[config.mk]
export PLATFORM = sky130hd
export DESIGN_NAME = pos_packet_sender
export DESIGN_NICKNAME = d
export VERILOG_FILES = /design/src/rtl/pos_packet_pkg.sv /design/src/rtl/uart_byte_tx.sv /design/src/rtl/pos_packet_sender.sv
export SDC_FILE = /design/constraint.sdc
export NUM_CORES = 1
export LEC_CHECK = 0
export BUFFER_PORTS_ARGS = -buffer_cell sky130_fd_sc_hd__buf_2
export CAP_MARGIN = 40
export CORE_ASPECT_RATIO = 1.75
export CORE_MARGIN = 3
export CORE_UTILIZATION = 40
export DETAILED_ROUTE_END_ITERATION = 8
export GPL_ROUTABILITY_DRIVEN = 0
export GPL_TIMING_DRIVEN = 0
export PLACE_DENSITY = 0.59
export RECOVER_POWER = 100
export SKIP_CTS_REPAIR_TIMING = 1
export SYNTH_ARGS = -nofsm -noshare
export SYNTH_HDL_FRONTEND = slang
export SYNTH_SLANG_ARGS = --single-unit
[constraint.sdc]
create_clock -name i_clk -period 8.7 [get_ports i_clk]
set_clock_uncertainty 0.2 [all_clocks]
set_input_delay 1.74 -clock i_clk [delete_from_list [all_inputs] [get_ports i_clk]]
set_output_delay 1.74 -clock i_clk [all_outputs]
set_load 0.05 [all_outputs]
[src/rtl/pos_packet_pkg.sv]
// pos_packet_pkg: packet FSM states, packet lengths and default framing bytes
// shared between the position sender and the receiving aggregator.
package pos_packet_pkg;
    typedef enum logic [3:0] {
        ST_IDLE, ST_HDR, ST_CMD, ST_XL, ST_XH, ST_YL, ST_YH, ST_CHK, ST_DONE
    } pkt_state_t;
    localparam int PKT_LEN = 6;
    localparam int PKT_LEN_CHK = 7;
    localparam logic [7:0] DEF_HEADER = 8'hF5;
    localparam logic [7:0] DEF_CMD = 8'h03;
    localparam int DIV_W = 24;
    function automatic logic [DIV_W-1:0] clamp_div(input logic [DIV_W-1:0] d);
        return (d < DIV_W'(2)) ? DIV_W'(2) : d;
    endfunction
endpackage

[src/rtl/uart_byte_tx.sv]
// uart_byte_tx: 8N1 byte serializer; byte_done is high in the last cycle of the
// stop bit so the next start can be loaded with no idle gap.
module uart_byte_tx
    import pos_packet_pkg::*;
(
    input  logic             i_clk,
    input  logic             i_rst,
    input  logic             start,
    input  logic [7:0]       data_byte,
    input  logic [DIV_W-1:0] divisor,
    output logic             tx,
    output logic             byte_done
);
    logic [9:0] sh;
    logic [DIV_W-1:0] div_q;
    logic [DIV_W-1:0] baud;
    logic [3:0] bits;
    logic busy;
    logic bit_end;
    assign bit_end = busy && baud == div_q - DIV_W'(1);
    assign byte_done = bit_end && bits == 4'd9;
    assign tx = sh[0];
    // Shifting in ones leaves the line idle-high once the frame has gone out.
    always_ff @(posedge i_clk or posedge i_rst)
        if (i_rst) begin
            sh <= '1;
            div_q <= DIV_W'(2);
            baud <= '0;
            bits <= '0;
            busy <= 1'b0;
        end else if (start) begin
            sh <= {1'b1, data_byte, 1'b0};
            div_q <= divisor;
            baud <= '0;
            bits <= '0;
            busy <= 1'b1;
        end else if (bit_end) begin
            sh <= {1'b1, sh[9:1]};
            baud <= '0;
            bits <= bits + 4'd1;
            busy <= bits != 4'd9;
        end else if (busy)
            baud <= baud + DIV_W'(1);
endmodule

[src/rtl/pos_packet_sender.sv]
// pos_packet_sender: sends HEADER, CMD, X LSB/MSB, Y LSB/MSB as back-to-back 8N1 bytes.
// Define PACKET_CHECKSUM_EN to append an XOR checksum byte before DONE.
module pos_packet_sender
    import pos_packet_pkg::*;
#(
    parameter logic [7:0] HEADER_VAL = DEF_HEADER,
    parameter logic [7:0] CMD_VAL = DEF_CMD
) (
    input  logic        i_clk,
    input  logic        i_rst,
    input  logic [30:0] i_setup,
    input  logic        i_valid,
    input  logic [31:0] i_data,
    output logic        o_ready,
    output logic        o_uart_tx,
    output logic        o_done
);
    pkt_state_t state, nxt;
    logic [31:0] data_q;
    logic [DIV_W-1:0] div_q;
    logic [DIV_W-1:0] tx_div;
    logic [7:0] tx_byte;
    logic [7:0] chk;
    logic accept;
    logic tx_start;
    logic byte_done;
    logic unused_setup;
    assign unused_setup = ^i_setup[30:24];
    assign accept = state == ST_IDLE && i_valid;
    assign chk = HEADER_VAL ^ CMD_VAL ^ data_q[7:0] ^ data_q[15:8] ^ data_q[23:16] ^ data_q[31:24];
    assign tx_start = accept || (byte_done && nxt != ST_DONE);
    assign tx_div = accept ? clamp_div(i_setup[23:0]) : div_q;
    always_comb begin
        case (state)
            ST_HDR: nxt = ST_CMD;
            ST_CMD: nxt = ST_XL;
            ST_XL: nxt = ST_XH;
            ST_XH: nxt = ST_YL;
            ST_YL: nxt = ST_YH;
`ifdef PACKET_CHECKSUM_EN
            ST_YH: nxt = ST_CHK;
`else
            ST_YH: nxt = ST_DONE;
`endif
            ST_CHK: nxt = ST_DONE;
            default: nxt = ST_IDLE;
        endcase
        case (nxt)
            ST_CMD: tx_byte = CMD_VAL;
            ST_XL: tx_byte = data_q[7:0];
            ST_XH: tx_byte = data_q[15:8];
            ST_YL: tx_byte = data_q[23:16];
            ST_YH: tx_byte = data_q[31:24];
            ST_CHK: tx_byte = chk;
            default: tx_byte = HEADER_VAL;
        endcase
        if (accept)
            tx_byte = HEADER_VAL;
    end
    always_ff @(posedge i_clk or posedge i_rst)
        if (i_rst) begin
            state <= ST_IDLE;
            data_q <= '0;
            div_q <= DIV_W'(2);
            o_ready <= 1'b1;
            o_done <= 1'b0;
        end else
            case (state)
                ST_IDLE:
                    if (i_valid) begin
                        state <= ST_HDR;
                        data_q <= i_data;
                        div_q <= clamp_div(i_setup[23:0]);
                        o_ready <= 1'b0;
                    end
                ST_DONE: begin
                    state <= ST_IDLE;
                    o_done <= 1'b0;
                    o_ready <= 1'b1;
                end
                default:
                    if (byte_done) begin
                        state <= nxt;
                        o_done <= nxt == ST_DONE;
                    end
            endcase
    uart_byte_tx u_tx (
        .i_clk(i_clk),
        .i_rst(i_rst),
        .start(tx_start),
        .data_byte(tx_byte),
        .divisor(tx_div),
        .tx(o_uart_tx),
        .byte_done(byte_done)
    );
endmodule

==> run summary <==
From synthesis to final layout, the design area changed by 16.99%. For this run, the leading register cell type out of synthesis is sky130_fd_sc_hd__dfrtp_1. The cell with the largest stage delay on the worst path is sky130_fd_sc_hd__o21ai_0. The count of inserted antenna diode cells came out at 0. The total power density per cell area is 172.3 mW/mm2. Among the stages of the critical path, the cell type that occurs most often is sky130_fd_sc_hd__nor4_1.

The later-pin clock latency in the skew report came out at 410 ps. The hold-critical path depth came out at 2. The detailed-route wire length per cell is 17.23 um. For this block, the initial DRC count from the detailed router was 296. The floorplan step defined a die boundary enclosing 0.01771 mm2. The share of total power dissipated in combinational logic is 0.022. Setup repair after global routing left no endpoint under its margin. The max-slew violation count came out at 50. The buffer and inverter count on the worst path is 1. The required time of the critical path came out at 8790 ps. The maximum achievable frequency came out at 0.1933 GHz. The library cell used most frequently in the layout, excluding fill and tap cells, is sky130_fd_sc_hd__nand2_1. The startpoint kind of the worst setup timing path is a register.

In this run the most critical hold path is launched from div_q[15]. The first global-routing pass estimated 26,940 um of wire. The flow ran to the end, but the final reports show violations. The via count of the first global-routing pass came to 5,416.

The number of rows in the core area is 60. On the final layout, the worst hold slack is 268.9 ps. The worst setup path is captured at a register. The count of pins on the block boundary is 69. The setup total negative slack is 0 ps. The total count of hold-check failures in the final report is 0. At the end of the flow, the number of nets in the layout was 842. The number of different library cells used by synthesis comes to 70. The via total after detailed routing came out at 5,193. The cell area that synthesis handed to floorplanning was 0.006436 mm2. In the layout the commonest cells are 190 x sky130_fd_sc_hd__nand2_1, 112 x sky130_fd_sc_hd__dfrtp_1, 60 x sky130_fd_sc_hd__nor2_1. The internal power is 1.017 mW. The placeable core region is 0.01554 mm2.

The xor-xnor portion of the synthesized cell area came out at 0.06940. Yosys mapped a number of flops with a built-in enable equal to 0. Synthesis handed over a netlist of 690 instances.

The number of remaining DRC errors is 0. The initial antenna violation count came out at 0. Of the total power, the share spent switching nets is 0.2162. The via density per instance is 5.354. The final total power is 1.297 mW. Wires add up to 16,710 um. After synthesis, the largest family of logic cells by area is simple AND/OR/NAND/NOR gates.

The die is 101.9 um wide. In this run the tool buffered the top-level ports with 61 buffer cells. The depth of the most critical reg-to-reg path came out at 9. Clock-pin slew was measured on the worst setup and hold paths at 60 ps. The clock group share of total power is 0.533.

Of the available clock period, the critical path in the final layout requires 0.5946. Max-cap violations in this run came to 1. The iteration count of the initial detailed-routing pass came out at 5.

The post-detailed-placement half-perimeter wirelength is 12,760 um. Broken down by cell family, the worst path's largest delay share belongs to simple AND/OR/NAND/NOR gates. The layout cell share with drive strength beyond 1 is 0.1888. The net switching component of the power came out at 0.2805 mW. The mean instance size in the synthesized netlist came out at 9.328 um2. TritonCTS built the clock tree.

The leakage component of the power is 3.783 nW. The register-to-register path setup slack is 3530 ps. The post-placement worst setup slack came out at 4588 ps. In this design, the stage delay of the slowest critical-path cell is 920 ps.

Counting along the longest clock path gives a buffer depth of 2. The sequential group share of total power came out at 0.445. The endpoint with the worst hold slack is div_q[15].

The proportion of synthesized chip area in sequential cells is 0.4844. The number of warnings issued by yosys came out at 0. When the netlist entered floorplanning its net count stood at 760. The worst min-delay path category is register to register. Setup slack closes at 3527 ps. The initial utilization of the core area, before any placement, comes to 0.4142. The detail route stage leaves a number of antenna-violating nets equal to 0. Of the total synthesized cell area, the portion taken by AND, OR, NAND and NOR gates is 0.2560. The worst setup path is of the register to register kind.

Data on the critical path arrives at its endpoint at 5260 ps. The transition time of the tightest slew-check pin is 2300 ps. Of the post-synthesis cell area, the part taken by muxes is 0.06882. The worst path needs 5173 ps of the cycle, external delays included. The H-tree depth reported by CTS came out at 4.

The synthesized design contains 124 register bits. The startpoint identified for the worst register-to-register timing path is u_tx.div_q[4]. The tightest slew margin relative to the limit is -0.5420. The number of sinks on the clock net came out at 124. In the global route stage, overall resource usage came out at 0.1964. The number of fill cells is 1,492. The fraction of synthesis flops using an asynchronous set or reset pin is 1.000. The final reports fail on capacitance limit, slew limit. Entering global routing, the biggest net connects 76 pins. The final-report setup violation count came out at 0.

The height of the die is 173.8 um. The maximum VDD drop came out at 0.1035 mV. Of the total synthesized cell area, the portion taken by full adders, half adders and majority gates is 0.007776. The critical path goes through nor4_1 > nand4b_1 > nor4_1 > mux2_1 > nor4b_1 > nand4bb_1 > o21ai_0 > clkbuf_1 > mux2_2.

The clock buffer count from CTS came out at 17. The root buffer cell is sky130_fd_sc_hd__clkbuf_16. The remaining global-route overflow is 0. In this run the worst path has a maximum fanout of 10. The endpoint identified for the worst register-to-register timing path is u_tx.div_q[5].

The share of the synthesized area in compound gates (AO/OA/AOI/OAI) came to 0.07698.
-- worst max path at each step --
stage | startpoint | slack [ps] | cells past startpoint | to
floorplan | i_rst | 3480 | 1 | data_q[0]
global placement | i_rst | 2160 | 2 | u_tx.baud[12]
detailed placement | u_tx.div_q[4] | 4590 | 9 | u_tx.div_q[2]
CTS | u_tx.div_q[4] | 4580 | 9 | u_tx.div_q[2]
global route | u_tx.div_q[4] | 3190 | 9 | u_tx.div_q[2]
finish | u_tx.div_q[4] | 3530 | 9 | u_tx.div_q[5]
-- power groups by stage --
stage / sequential (mW) / combinational, mW / clock [mW]
after global routing: 0.577 / 0.0319 / 0.733
after CTS: 0.577 / 0.0292 / 0.707
after floorplan: 0.587 / 0.00921 / 0
after detailed placement: 0.587 / 0.0290 / 0
final: 0.577 / 0.0282 / 0.692
after global placement: 0.587 / 0.0264 / 0
-- sequential cells by signal, indices dropped and copies added (netlist names) --
| register | flops |
|---|---|
| u_tx.bits | 4 |
| o_ready | 1 |
| o_done | 1 |
| div_q | 24 |
| u_tx.div_q | 24 |
| u_tx.busy | 1 |
| data_q | 32 |
| u_tx.sh | 9 |
| state | 4 |
| u_tx.baud | 24 |
-- worst reg2reg max path: stages, from the launching register on --
cell	delay [ps]
sky130_fd_sc_hd__dfrtp_1	460
sky130_fd_sc_hd__nor4_1	810
sky130_fd_sc_hd__nand4b_1	390
sky130_fd_sc_hd__nor4_1	350
sky130_fd_sc_hd__mux2_1	420
sky130_fd_sc_hd__nor4b_1	350
sky130_fd_sc_hd__nand4bb_1	230
sky130_fd_sc_hd__o21ai_0	920
sky130_fd_sc_hd__clkbuf_1	520
sky130_fd_sc_hd__mux2_2	400
-- through the flow --
step	instances	cell area [um2]	utilization
6_report	970	7530	0.4845
2_1_floorplan	690	6436	-
4_1_cts	970	7591	0.4885
5_1_grt	970	7530	0.4845
3_3_place_gp	937	6974	0.4488
3_5_place_dp	939	7012	0.4512
-- metal layers --
metal | vias up | GRT usage | share of wire
li1 | 2515 | - | -
met1 | 2531 | 0.2085 | 0.38
met2 | 115 | 0.3702 | 0.56
met3 | 32 | 0.03745 | 0.032
met4 | 0 | 0.07499 | 0.030
met5 | - | 0 | 0
-- synth_stat cells (5+ instances only) --
| cell type | count | area [um2] |
|---|---|---|
| sky130_fd_sc_hd__nand2_1 | 190 | 713.2 |
| sky130_fd_sc_hd__dfrtp_1 | 112 | 2803 |
| sky130_fd_sc_hd__nor2_1 | 60 | 225.2 |
| sky130_fd_sc_hd__xor2_1 | 27 | 236.5 |
| sky130_fd_sc_hd__mux2_2 | 26 | 292.8 |
| sky130_fd_sc_hd__xnor2_1 | 24 | 210.2 |
| sky130_fd_sc_hd__clkbuf_1 | 18 | 67.56 |
| sky130_fd_sc_hd__mux2i_1 | 15 | 150.1 |
| sky130_fd_sc_hd__nand3_1 | 15 | 75.07 |
| sky130_fd_sc_hd__o21ai_0 | 14 | 70.07 |
| sky130_fd_sc_hd__a21oi_1 | 13 | 65.06 |
| sky130_fd_sc_hd__dfstp_2 | 12 | 315.3 |
| sky130_fd_sc_hd__inv_1 | 12 | 45.04 |
| sky130_fd_sc_hd__nor3_1 | 12 | 60.06 |
| sky130_fd_sc_hd__o22ai_1 | 11 | 68.82 |
| sky130_fd_sc_hd__nand4_1 | 10 | 62.56 |
| sky130_fd_sc_hd__nor4_1 | 9 | 56.30 |
| sky130_fd_sc_hd__buf_6 | 6 | 67.56 |
| sky130_fd_sc_hd__nand2b_1 | 6 | 37.54 |
| sky130_fd_sc_hd__nand3b_1 | 6 | 45.04 |
| sky130_fd_sc_hd__nor4_2 | 5 | 62.56 |
-- final cells by class --
class | instances | area [um2] | area share
multi-input cells | 520 | 3057 | 0.4059
repair buffers | 63 | 331.6 | 0.04403
inverters | 12 | 46.29 | 0.006148
plain buffers | 34 | 165.2 | 0.02193
clock buffers | 18 | 439.2 | 0.05833
well taps | 186 | 232.7 | 0.03091
flip-flops and latches | 124 | 3118 | 0.4141
clock inverters | 13 | 140.1 | 0.01861
-- kinds of logic (layout without fill, tap and decap cells) --
logic type / after synthesis / in the layout
AOI/OAI and AO/OA: 73 / 73
xor gates and xnor gates: 51 / 51
adders and majority gates: 4 / 4
buffers and inverters: 46 / 140
DFF: 124 / 124
muxes: 41 / 41
and+or+nand+nor: 351 / 351
Power figures use the tool's default switching activity.
